$ cat config.mk
export PLATFORM = sky130hd
export DESIGN_NAME = cordic_apb_regif
export DESIGN_NICKNAME = d
export VERILOG_FILES = /design/src/rtl/cordic_apb_regif.sv
export SDC_FILE = /design/constraint.sdc
export NUM_CORES = 1
export LEC_CHECK = 0
export CAP_MARGIN = 20
export CORE_MARGIN = 3
export CORE_UTILIZATION = 45
export CTS_BUF_LIST = sky130_fd_sc_hd__clkbuf_4
export DETAILED_ROUTE_END_ITERATION = 10
export GPL_TIMING_DRIVEN = 0
export PLACE_DENSITY = 0.62
export REMOVE_ABC_BUFFERS = 1
export SETUP_SLACK_MARGIN = 0.05
export SLEW_MARGIN = 30
export SYNTH_ARGS = -nofsm -noshare
export SYNTH_HDL_FRONTEND = slang
export SYNTH_SLANG_ARGS = --single-unit
$ cat constraint.sdc
create_clock -name PCLK -period 8.4 [get_ports PCLK]
set_clock_uncertainty 0.05 [all_clocks]
set_input_delay 0.84 -clock PCLK [delete_from_list [all_inputs] [get_ports PCLK]]
set_output_delay 0.84 -clock PCLK [all_outputs]
set_load 0.1 [all_outputs]
$ cat src/rtl/cordic_apb_regif.sv
// rtl/cordic_apb_regif.sv - APB3 register interface and result FIFO for the CORDIC engine; optional CORDIC_REGIF_SLVERR_EN error responses
module cordic_apb_regif #(
   parameter int NUM_IN     = 4,
   parameter int NUM_OUT    = 6,
   parameter int DATA_W     = 32,
   parameter int FIFO_DEPTH = 4
) (
   input  logic                      PCLK,
   input  logic                      PRESET,
   input  logic                      PSEL,
   input  logic                      PENABLE,
   input  logic                      PWRITE,
   input  logic [7:0]                PADDR,
   input  logic [31:0]               PWDATA,
   output logic [31:0]               PRDATA,
   output logic                      PREADY,
   output logic                      PSLVERR,
   input  logic                      cordic_busy,
   input  logic                      cordic_done,
   input  logic [NUM_OUT*DATA_W-1:0] cordic_out,
   output logic                      cordic_start,
   output logic [2:0]                mode,
   output logic [NUM_IN*DATA_W-1:0]  prog,
   output logic [4:0]                xyfracbase,
   output logic [4:0]                phasefracbase,
   output logic                      INT
);
   localparam int AW = $clog2(FIFO_DEPTH);
   localparam int EW = NUM_OUT * DATA_W;

   typedef enum logic {S_IDLE, S_HOLD} state_t;
   state_t state, state_nx;

   logic [5:0]         word;
   logic [NUM_IN-1:0]  prog_hit;
   logic [NUM_OUT-1:0] res_hit;
   logic               sel_ctrl, sel_status, sel_frac, sel_prog, sel_res, mapped;
   logic               access, err, xfer_done, wr_done, rd_done;

   logic [2:0]              mode_q;
   logic                    ie_done, ie_ovf;
   logic [4:0]              xy_q, ph_q;
   logic [NUM_IN*DATA_W-1:0] prog_q;
   logic                    start_q, int_q, ovf_q, done_q;

   logic [EW-1:0] fifo_mem [FIFO_DEPTH];
   logic [AW-1:0] wr_ptr, rd_ptr;
   logic [AW:0]   count;
   logic          empty, full, push, pop, ovf_set;
   logic [EW-1:0] head;

   logic [31:0] hold_data, res_word, status_word;
   logic        hold_ok;
   logic        unused_bits;

   assign word        = PADDR[7:2];
   assign access      = PSEL & PENABLE;
   assign unused_bits = ^{PADDR[1:0], PWDATA};

   // address decode into register selects
   always_comb begin
      prog_hit = '0;
      res_hit  = '0;
      for (int i = 0; i < NUM_IN; i++)  prog_hit[i] = (word == 6'(4 + i));
      for (int j = 0; j < NUM_OUT; j++) res_hit[j]  = (word == 6'(16 + j));
      sel_ctrl   = (word == 6'd0);
      sel_status = (word == 6'd1);
      sel_frac   = (word == 6'd2);
      sel_prog   = |prog_hit;
      sel_res    = |res_hit;
      mapped     = sel_ctrl | sel_status | sel_frac | sel_prog | sel_res;
   end

`ifdef CORDIC_REGIF_SLVERR_EN
   assign err = access & (~mapped
                          | (PWRITE & sel_status & (|(PWDATA & ~32'h0000_0018)))
                          | (PWRITE & sel_res));
`else
   assign err = 1'b0;
`endif

   // RES reads take one wait state so the head word can be registered
   always_comb begin
      state_nx = state;
      PREADY   = 1'b1;
      case (state)
         S_IDLE: begin
            if (access && !PWRITE && sel_res) begin
               PREADY   = 1'b0;
               state_nx = S_HOLD;
            end
         end
         S_HOLD: state_nx = S_IDLE;
         default: state_nx = S_IDLE;
      endcase
   end

   // transfer state register
   always_ff @(posedge PCLK or posedge PRESET) begin
      if (PRESET) state <= S_IDLE;
      else        state <= state_nx;
   end

   assign xfer_done = access & PREADY;
   assign wr_done   = xfer_done & PWRITE & ~err;
   assign rd_done   = xfer_done & ~PWRITE;
   assign PSLVERR   = err & PREADY;

   assign head    = fifo_mem[rd_ptr];
   assign empty   = (count == '0);
   assign full    = (count == (AW+1)'(FIFO_DEPTH));
   assign pop     = (state == S_HOLD) & rd_done & res_hit[NUM_OUT-1] & hold_ok;
   assign push    = cordic_done & (~full | pop);
   assign ovf_set = cordic_done & full & ~pop;

   // head word selected by the RES index, and the STATUS image
   always_comb begin
      res_word = '0;
      if (!empty) begin
         for (int j = 0; j < NUM_OUT; j++)
            if (res_hit[j]) res_word[DATA_W-1:0] = head[j*DATA_W +: DATA_W];
      end
      status_word       = '0;
      status_word[0]    = cordic_busy;
      status_word[1]    = empty;
      status_word[2]    = full;
      status_word[3]    = ovf_q;
      status_word[4]    = done_q;
      status_word[12:8] = 5'(count);
   end

   // read data is driven only while a read completes
   always_comb begin
      PRDATA = '0;
      if (rd_done) begin
         if (state == S_HOLD)  PRDATA = hold_data;
         else if (sel_ctrl)    PRDATA[5:0] = {ie_ovf, ie_done, mode_q, 1'b0};
         else if (sel_status)  PRDATA = status_word;
         else if (sel_frac) begin
            PRDATA[4:0]  = xy_q;
            PRDATA[12:8] = ph_q;
         end else begin
            for (int i = 0; i < NUM_IN; i++)
               if (prog_hit[i]) PRDATA[DATA_W-1:0] = prog_q[i*DATA_W +: DATA_W];
         end
      end
   end

   // capture the head word in the wait-state cycle of a RES read
   always_ff @(posedge PCLK or posedge PRESET) begin
      if (PRESET) begin
         hold_data <= '0;
         hold_ok   <= 1'b0;
      end else if (state == S_IDLE && access && !PWRITE && sel_res) begin
         hold_data <= res_word;
         hold_ok   <= ~empty;
      end
   end

   // result storage, written on every accepted push
   always_ff @(posedge PCLK) begin
      if (push) fifo_mem[wr_ptr] <= cordic_out;
   end

   // FIFO pointers and occupancy
   always_ff @(posedge PCLK or posedge PRESET) begin
      if (PRESET) begin
         wr_ptr <= '0;
         rd_ptr <= '0;
         count  <= '0;
      end else begin
         if (push) wr_ptr <= wr_ptr + 1'b1;
         if (pop)  rd_ptr <= rd_ptr + 1'b1;
         if (push && !pop)      count <= count + 1'b1;
         else if (pop && !push) count <= count - 1'b1;
      end
   end

   // control, format and operand registers plus the start pulse
   always_ff @(posedge PCLK or posedge PRESET) begin
      if (PRESET) begin
         mode_q  <= '0;
         ie_done <= 1'b0;
         ie_ovf  <= 1'b0;
         xy_q    <= 5'd16;
         ph_q    <= 5'd28;
         prog_q  <= '0;
         start_q <= 1'b0;
      end else begin
         start_q <= wr_done & sel_ctrl & PWDATA[0] & ~cordic_busy;
         if (wr_done && sel_ctrl) begin
            mode_q  <= PWDATA[3:1];
            ie_done <= PWDATA[4];
            ie_ovf  <= PWDATA[5];
         end
         if (wr_done && sel_frac) begin
            xy_q <= PWDATA[4:0];
            ph_q <= PWDATA[12:8];
         end
         for (int i = 0; i < NUM_IN; i++)
            if (wr_done && prog_hit[i]) prog_q[i*DATA_W +: DATA_W] <= PWDATA[DATA_W-1:0];
      end
   end

   // sticky flags: a set event beats a same-cycle W1C
   always_ff @(posedge PCLK or posedge PRESET) begin
      if (PRESET) begin
         ovf_q  <= 1'b0;
         done_q <= 1'b0;
         int_q  <= 1'b0;
      end else begin
         ovf_q  <= ovf_set | (ovf_q & ~(wr_done & sel_status & PWDATA[3]));
         done_q <= cordic_done | (done_q & ~(wr_done & sel_status & PWDATA[4]));
         int_q  <= (done_q & ie_done) | (ovf_q & ie_ovf);
      end
   end

   assign cordic_start  = start_q;
   assign mode          = mode_q;
   assign prog          = prog_q;
   assign xyfracbase    = xy_q;
   assign phasefracbase = ph_q;
   assign INT           = int_q;
endmodule

==> results of run 1 <==
## cell usage in the layout, fill, tap and decap left out, types with 31 or more instances in the layout
cell / Yosys / final
nand2_1: 66 / 64
a22o_1: 35 / 35
edfxtp_1: 768 / 768
dfrtp_1: 184 / 182
mux2_2: 165 / 165
clkdlybuf4s50_1: 0 / 389
clkbuf_4: 0 / 358
clkinv_1: 1 / 44
a22oi_1: 58 / 58
mux4_2: 167 / 167
diode_2: 0 / 31
o21ai_0: 62 / 62
## cell type report
cell class                      count  area [µm²]
Multi-Input combinational cell    859        9240
Tap cell                         1070        1340
Clock buffer                      358        2690
Inverter                            6        30.0
Fill cell                        6294       35400
Clock inverter                     63         354
Antenna cell                       31        77.6
Timing Repair Buffer              479        5460
Sequential cell                   956       27800
## worst register-to-register path: stages (launching register included)
cell and delay, ns:
dfrtp_1 0.49, clkinv_1 0.33, nor2_4 0.40, buf_16 0.21, buf_16 0.18, nand3_2 0.17, a21boi_2 0.40, and2_4 0.39
buf_12 0.25, buf_12 0.25, buf_16 0.27, buf_12 0.29
## state kept, by name, summed over array words and instances, names as in the netlist
register       count
mode               3
count              3
INT                1
cordic_start       1
hold_data         32
fifo_mem         768
prog             128
rd_ptr             2
xyfracbase         5
done_q             1
ie_done            1
state              1
phasefracbase      5
ovf_q              1
wr_ptr             2
ie_ovf             1
hold_ok            1
## routing by layer
metal / track usage (%) / up-vias
met5: 0 / -
met4: 9.97 / 26
met3: 7.96 / 195
met2: 38.1 / 945
met1: 31.1 / 11300
li1: - / 9345
## power breakdown
part | switching (µW) | internal, µW
Sequential | 194 | 6000
Combinational | 1040 | 560
Clock | 1830 | 2000
Total | 3060 | 8570
## metrics by stage
step / utilization (%) / total power (µW) / setup TNS [ns] / cell area [µm²] / worst slack (ns)
after floorplan: - / 7270 / -5.84 / 36900 / -0.475
after global placement: 51.4 / 8010 / -5053.87 / 42400 / -6.81
after detailed placement: 53.3 / 7920 / 0 / 43900 / 2.65
after CTS: 57.0 / 11800 / 0 / 46900 / 2.64
after global routing: 57.0 / 12100 / 0 / 47000 / 2.47
final: 57.0 / 11600 / 0 / 47000 / 2.58
## cells by family (layout without fill, tap and decap cells)
kind of cell               Yosys count  after routing  synth area share, %
AOI/OAI and AO/OA                  298            298                 5.49
xor gates and xnor gates             6              6                0.140
adders and majority gates            6              6                0.220
buffers and inverters              122            906                 1.62
DFF                                956            956                 74.1
muxes                              367            367                 15.9
other                                1             32               0.0100
and+or+nand+nor                    181            181                 2.53
## worst max-delay path by stage
stage               startpoint           end  slack (ns)  cells after the start
global route          PADDR[7]     PRDATA[1]        2.47                      7
floorplan            rd_ptr[0]  hold_data[1]       -0.48                      5
global placement     rd_ptr[0]  hold_data[8]       -6.81                      5
detailed placement    PADDR[6]     PRDATA[1]        2.65                      7
CTS                   PADDR[6]     PRDATA[1]        2.64                      7
finish                PADDR[6]     PRDATA[1]        2.58                      7
==> flow_summary_export.csv, run 1 <==
group,metric,value,unit
setup_path,crit_fanout,11,
clock_network,cts-resized-gates,0,
yosys,async_flop_share,19.7,%
grt,grt_pass1_wl,150000,µm
timing,max_freq,0.172,GHz
setup_path,reg2reg_from,"state",
setup_path,crit_path_frequent_cell,"clkdlybuf4s50_1",
drt,dr_wl_met2,50900,µm
grt,grt_pass1_vias,22600,
setup_path,timing.rr.end,"fifo_mem[0][130]",
yosys,synthTopCellsByArea,"edfxtp_1 (61%), dfrtp_1 (12%), mux4_2 (10%), mux2_2 (5.0%), a22oi_1 (1.2%)",
yosys,yosys-top-cells-count,"edfxtp_1 (768), dfrtp_1 (184), mux4_2 (167)",
yosys,synth_most_common_cell,"edfxtp_1",
yosys,synth_edf_count,768,
drt,ant_nets,0,
yosys,yosysWarnings,0,
finish,area_delta_synth_final,25.3,%
power_and_ir_drop,vdd_ir_drop_max,0.116,mV
setup_path,r2r_slack,4.30,ns
clock_network,cts-root-buf,"clkbuf_4",
timing,period_share,69.3,%
drt,vias,21800,
clock_network,clockBufferDepth,3,
placed_design,gp_congestion,0.774,
setup_path,r2r_cells,11,
grt,grt_antenna_before_repair,41,
power_and_ir_drop,cellLeakagePower,0.0165,µW
hold_path,hold_class,"input pin to register",
setup_path,critPathBufInv,2,
status,outcome,"completed",
drt,met1_length,41700,µm
placed_design,hpwlAfterDp,68800,µm
timing,period_needed,5.82,ns
finish,drive_gt1_share,31.0,%
die,die_x,295,µm
drt,routed_wl,105000,µm
timing,finalHoldViolations,0,
finish,final_nets,2780,
setup_path,required,7.51,ns
drt,wl_per_cell,27.4,µm
drt,met3_length,8870,µm
yosys,synth_area,37500,µm²
timing,tightest_slew,1.12,ns
die,core_area,82400,µm²
die,start_util,45.5,%
clock_network,cts_tree,"built",
setup_path,cp_slowest_stage_delay,1.19,ns
setup_path,crit_chain,"clkdlybuf4s50_1 -> or4_1 -> nor2_4 -> a22oi_1 -> a211o_1 -> a31oi_1 -> clkdlybuf4s50_1",
yosys,synthDistinctLibCells,70,
drt,drc,0,
hold_path,holdPathStages,1,
die,die_area,86800,µm²
run,cap_violations,0,
hold_path,hold_end,"fifo_mem[3][84]",
clock_network,cts_made_buffers,233,
die,core.rowCount,105,
clock_network,clkTransAtPathRegs,0.07,ns
timing,hold_ws,0.313,ns
grt,grt_usage,24.2,%
clock_network,htreeDepth,4,
yosys,synth_ff_type,"edfxtp_1",
setup_path,critPathKind,"input pin to output pin",
drt,dr.first_iter.drc_count,1751,
grt,grt_max_degree,72,
clock_network,numClockSinks,956,
timing,rsz0062_at_grt,"false",
timing,setup_violations,0,
clock_network,clkLatencyLatePin,1.09,ns
yosys,synth.largest_area_cell,"edfxtp_1",
die,fp.dieH,295,µm
hold_path,min_from,"cordic_out[84]",
finish,fin_cells,3822,
placed_design,port_buffers,412,
drt,drtPass1Iterations,10,
clock_network,cts_hold_buf,1,
setup_path,setup.worst_path.end_class,"output pin",
setup_path,worst_ep_arrival_time,4.93,ns
clock_network,post-cts-setup-buffers,0,
drt,viasPerCell,5.70,
yosys,syn_area_per_cell,19.4,µm²
timing,finalMaxSlewViolations,0,
drt,highest_layer,"met5",
power_and_ir_drop,p_per_area,247,nW/µm²
timing,slew-limit-headroom,25.3,%
grt,gr-total-overflow,0,
setup_path,crit_family,"buffers and inverters",
placed_design,dpl.cell_count,3369,
yosys,ys_seq_elements,956,
setup_path,cp_slowest_cell,"clkdlybuf4s50_1",
yosys,synth_seq_area_share,74.1,%
setup_path,start_kind,"input pin",
yosys,yosysTopAreaCellShare,61.5,%
die,ios,416,
yosys,syn_inst,1937,
Note: power is estimated with default switching activity, not from simulation.
==> inputs of run 2 (changes only) <==
--- a/config.mk
+++ b/config.mk
@@ -11,7 +11,7 @@
 export CTS_BUF_LIST = sky130_fd_sc_hd__clkbuf_4
 export DETAILED_ROUTE_END_ITERATION = 10
 export GPL_TIMING_DRIVEN = 0
-export PLACE_DENSITY = 0.62
+export PLACE_DENSITY = 0.65
 export REMOVE_ABC_BUFFERS = 1
 export SETUP_SLACK_MARGIN = 0.05
 export SLEW_MARGIN = 30
==> constraint.sdc (replaced) <==
create_clock -name PCLK -period 5 [get_ports PCLK]
set_clock_uncertainty 0.05 [all_clocks]
set_input_delay 0.5 -clock PCLK [delete_from_list [all_inputs] [get_ports PCLK]]
set_output_delay 0.5 -clock PCLK [all_outputs]
set_load 0.1 [all_outputs]
==> run 2 against run 1 <==
Die area unchanged. Critical path type unchanged. Critical endpoint is now PRDATA[6]. Worst hold slack lost 0.18 ns. Global-route usage is 0.59 points higher. Sequential cell count is the same.
==> flow_summary_export.csv, run 2 (same netlist as run 1, synthesis figures left out) <==
group,metric,value,unit
placed_design,gp_congestion,0.761,
power_and_ir_drop,pwr-share-comb,14.2,%
finish,drive_gt1_share,28.8,%
setup_path,reg2reg_from,"state",
die,core.rowCount,105,
timing,tightest_slew,1.03,ns
die,ios,416,
die,fp.dieH,295,µm
die,core_area,82400,µm²
setup_path,cp_slowest_stage_delay,1.16,ns
setup_path,critPathBufInv,3,
drt,drtPass1Iterations,6,
setup_path,endpoint,"PRDATA[6]",
placed_design,port_buffers,412,
status,outcome,"completed",
placed_design,dp_slack,-0.0594,ns
power_and_ir_drop,clockPowerShare,33.3,%
timing,finalHoldViolations,0,
placed_design,hpwlAfterDp,69200,µm
setup_path,cp_slowest_cell,"clkdlybuf4s50_1",
finish,final_nets,2997,
die,start_util,45.5,%
power_and_ir_drop,p_sw_share,26.4,%
finish,fin_util,59.7,%
timing,max_freq,0.208,GHz
setup_path,setup.worst_path.end_class,"output pin",
clock_network,clkTransAtPathRegs,0.07,ns
power_and_ir_drop,p_per_area,403,nW/µm²
placed_design,dpl_cell_area,43800,µm²
finish,seqCellArea,27800,µm²
grt,grt_max_degree,80,
finish,fill_cells,6051,
drt,viasPerCell,5.62,
grt,gr-total-overflow,0,
timing,period_needed,4.81,ns
setup_path,start_kind,"input pin",
setup_path,required,4.45,ns
drt,dr.first_iter.drc_count,1968,
timing,rsz0062_at_grt,"false",
setup_path,crit_family,"buffers and inverters",
finish,top_register,"fifo_mem",
timing,slew-limit-headroom,31.1,%
drt,ant_nets,0,
setup_path,cp.depth,8,
grt,grt_antenna_before_repair,14,
power_and_ir_drop,p_int,14600,µW
clock_network,cts_tree,"built",
grt,grt_usage,24.8,%
setup_path,timing.rr.end,"fifo_mem[1][94]",
grt,grt_pass1_wl,156000,µm
finish,multiInputGateArea,9230,µm²
setup_path,startpoint,"PADDR[4]",
finish,layout_common_cells,"edfxtp_1 (768), clkdlybuf4s50_1 (385), clkbuf_4 (378)",
clock_network,post-cts-setup-buffers,0,
setup_path,worst_ep_arrival_time,4.26,ns
setup_path,r2r_slack,1.15,ns
timing,finalMaxSlewViolations,0,
drt,vias,22700,
clock_network,numClockSinks,956,
die,die_area,86800,µm²
finish,largest_reg_flops,768,
clock_network,clockBufferDepth,3,
setup_path,critPathKind,"input pin to output pin",
grt,grt_pass1_vias,24000,
finish,final_area,49200,µm²
setup_path,crit_fanout,17,
power_and_ir_drop,power.switching,5230,µW
setup_path,crit_path_frequent_cell,"clkdlybuf4s50_1",
clock_network,cts_made_buffers,236,
finish,final_common_cell,"edfxtp_1",
drt,drc,0,
setup_path,crit_chain,"clkdlybuf4s50_1 -> nor4b_2 -> and2_4 -> buf_12 -> a22oi_1 -> nand2_1 -> a22o_1 -> clkdlybuf4s50_1",
hold_path,hold_class,"input pin to register",
hold_path,min_from,"PWDATA[2]",
power_and_ir_drop,seqPwrFrac,52.6,%
clock_network,cts-root-buf,"clkbuf_4",
timing,setup_violations,0,
timing,period_share,96.2,%
run,cap_violations,0,
power_and_ir_drop,vdd_ir_drop_max,0.218,mV
timing,setup_ws,0.191,ns
power_and_ir_drop,cellLeakagePower,0.0176,µW
drt,routed_wl,107000,µm
clock_network,clkLatencyLatePin,1.12,ns
die,die_x,295,µm
drt,wl_per_cell,26.4,µm
finish,area_delta_synth_final,31.2,%
setup_path,r2r_cells,9,
clock_network,htreeDepth,4,
==> run 2: per-stage QoR <==
step                total power [µW]  instances  TNS [ns]  hold slack [ns]
floorplan                      12200       1821  -1958.47            0.400
global placement               13500       3303  -8543.15            0.416
detailed placement             13300       3364   -0.0971            0.427
CTS                            20100       4027         0          0.00193
global route                   20700       4036         0           0.0253
finish                         19800       4038         0            0.129
==> run 2: cell type report <==
type	instances	area share, %
antenna	11	0.0560
clock buffer	378	5.77
clock inverter	65	0.666
inverter	6	0.0611
multi-input combinational	859	18.8
sequential	956	56.5
tap	1070	2.72
timing repair buffer	693	15.5
==> run 2: routing by layer <==
layer / vias to the layer above / share of wire, % / routed length [µm] / track usage, %
met3: 184 / 7.6 / 8060 / 6.61
li1: 9754 / - / - / -
met1: 11800 / 40 / 42700 / 32.3
met5: - / 0.038 / 41 / 0
met4: 6 / 2.6 / 2770 / 8.73
met2: 923 / 50 / 53100 / 40.5
==> run 2: worst register-to-register path: stages (launching register included) <==
cell	delay [ns]
dfrtp_1	0.52
clkinv_1	0.35
nor2_4	0.40
buf_16	0.21
nand3_2	0.15
a21boi_2	0.35
and2_4	0.52
buf_12	0.31
buf_16	0.28
buf_16	0.29
==> run 2: power groups by stage <==
| stage | Clock, µW | Combinational (µW) | Sequential [µW] |
|---|---|---|---|
| after CTS | 6760 | 2860 | 10400 |
| after global routing | 7240 | 2980 | 10500 |
| final | 6600 | 2810 | 10400 |
| after floorplan | 0 | 1050 | 11200 |
| after global placement | 0 | 2360 | 11100 |
| after detailed placement | 0 | 2690 | 10600 |
==> run 2: timing repair <==
action,4_1_cts,5_1_grt
hold buffers,220,0
endpoints found under the hold margin,931,0
setup endpoints to repair,5,7
gates resized for setup,3,7
gates cloned,0,0
==> run 2: worst min path at each step <==
stage               depth (start not counted)                to
floorplan                                   2     hold_data[30]
global placement                            2     hold_data[24]
detailed placement                          2     hold_data[24]
CTS                                         2     xyfracbase[2]
global route                                2  phasefracbase[3]
finish                                      2     xyfracbase[2]
==> inputs of run 3 (changes only) <==
--- a/config.mk
+++ b/config.mk
@@ -5,6 +5,7 @@
 export SDC_FILE = /design/constraint.sdc
 export NUM_CORES = 1
 export LEC_CHECK = 0
+export ABC_AREA = 0
 export CAP_MARGIN = 20
 export CORE_MARGIN = 3
 export CORE_UTILIZATION = 45
==> results of run 3 <==
Same layout as run 2: the final DEF is identical, and so are final timing and power.
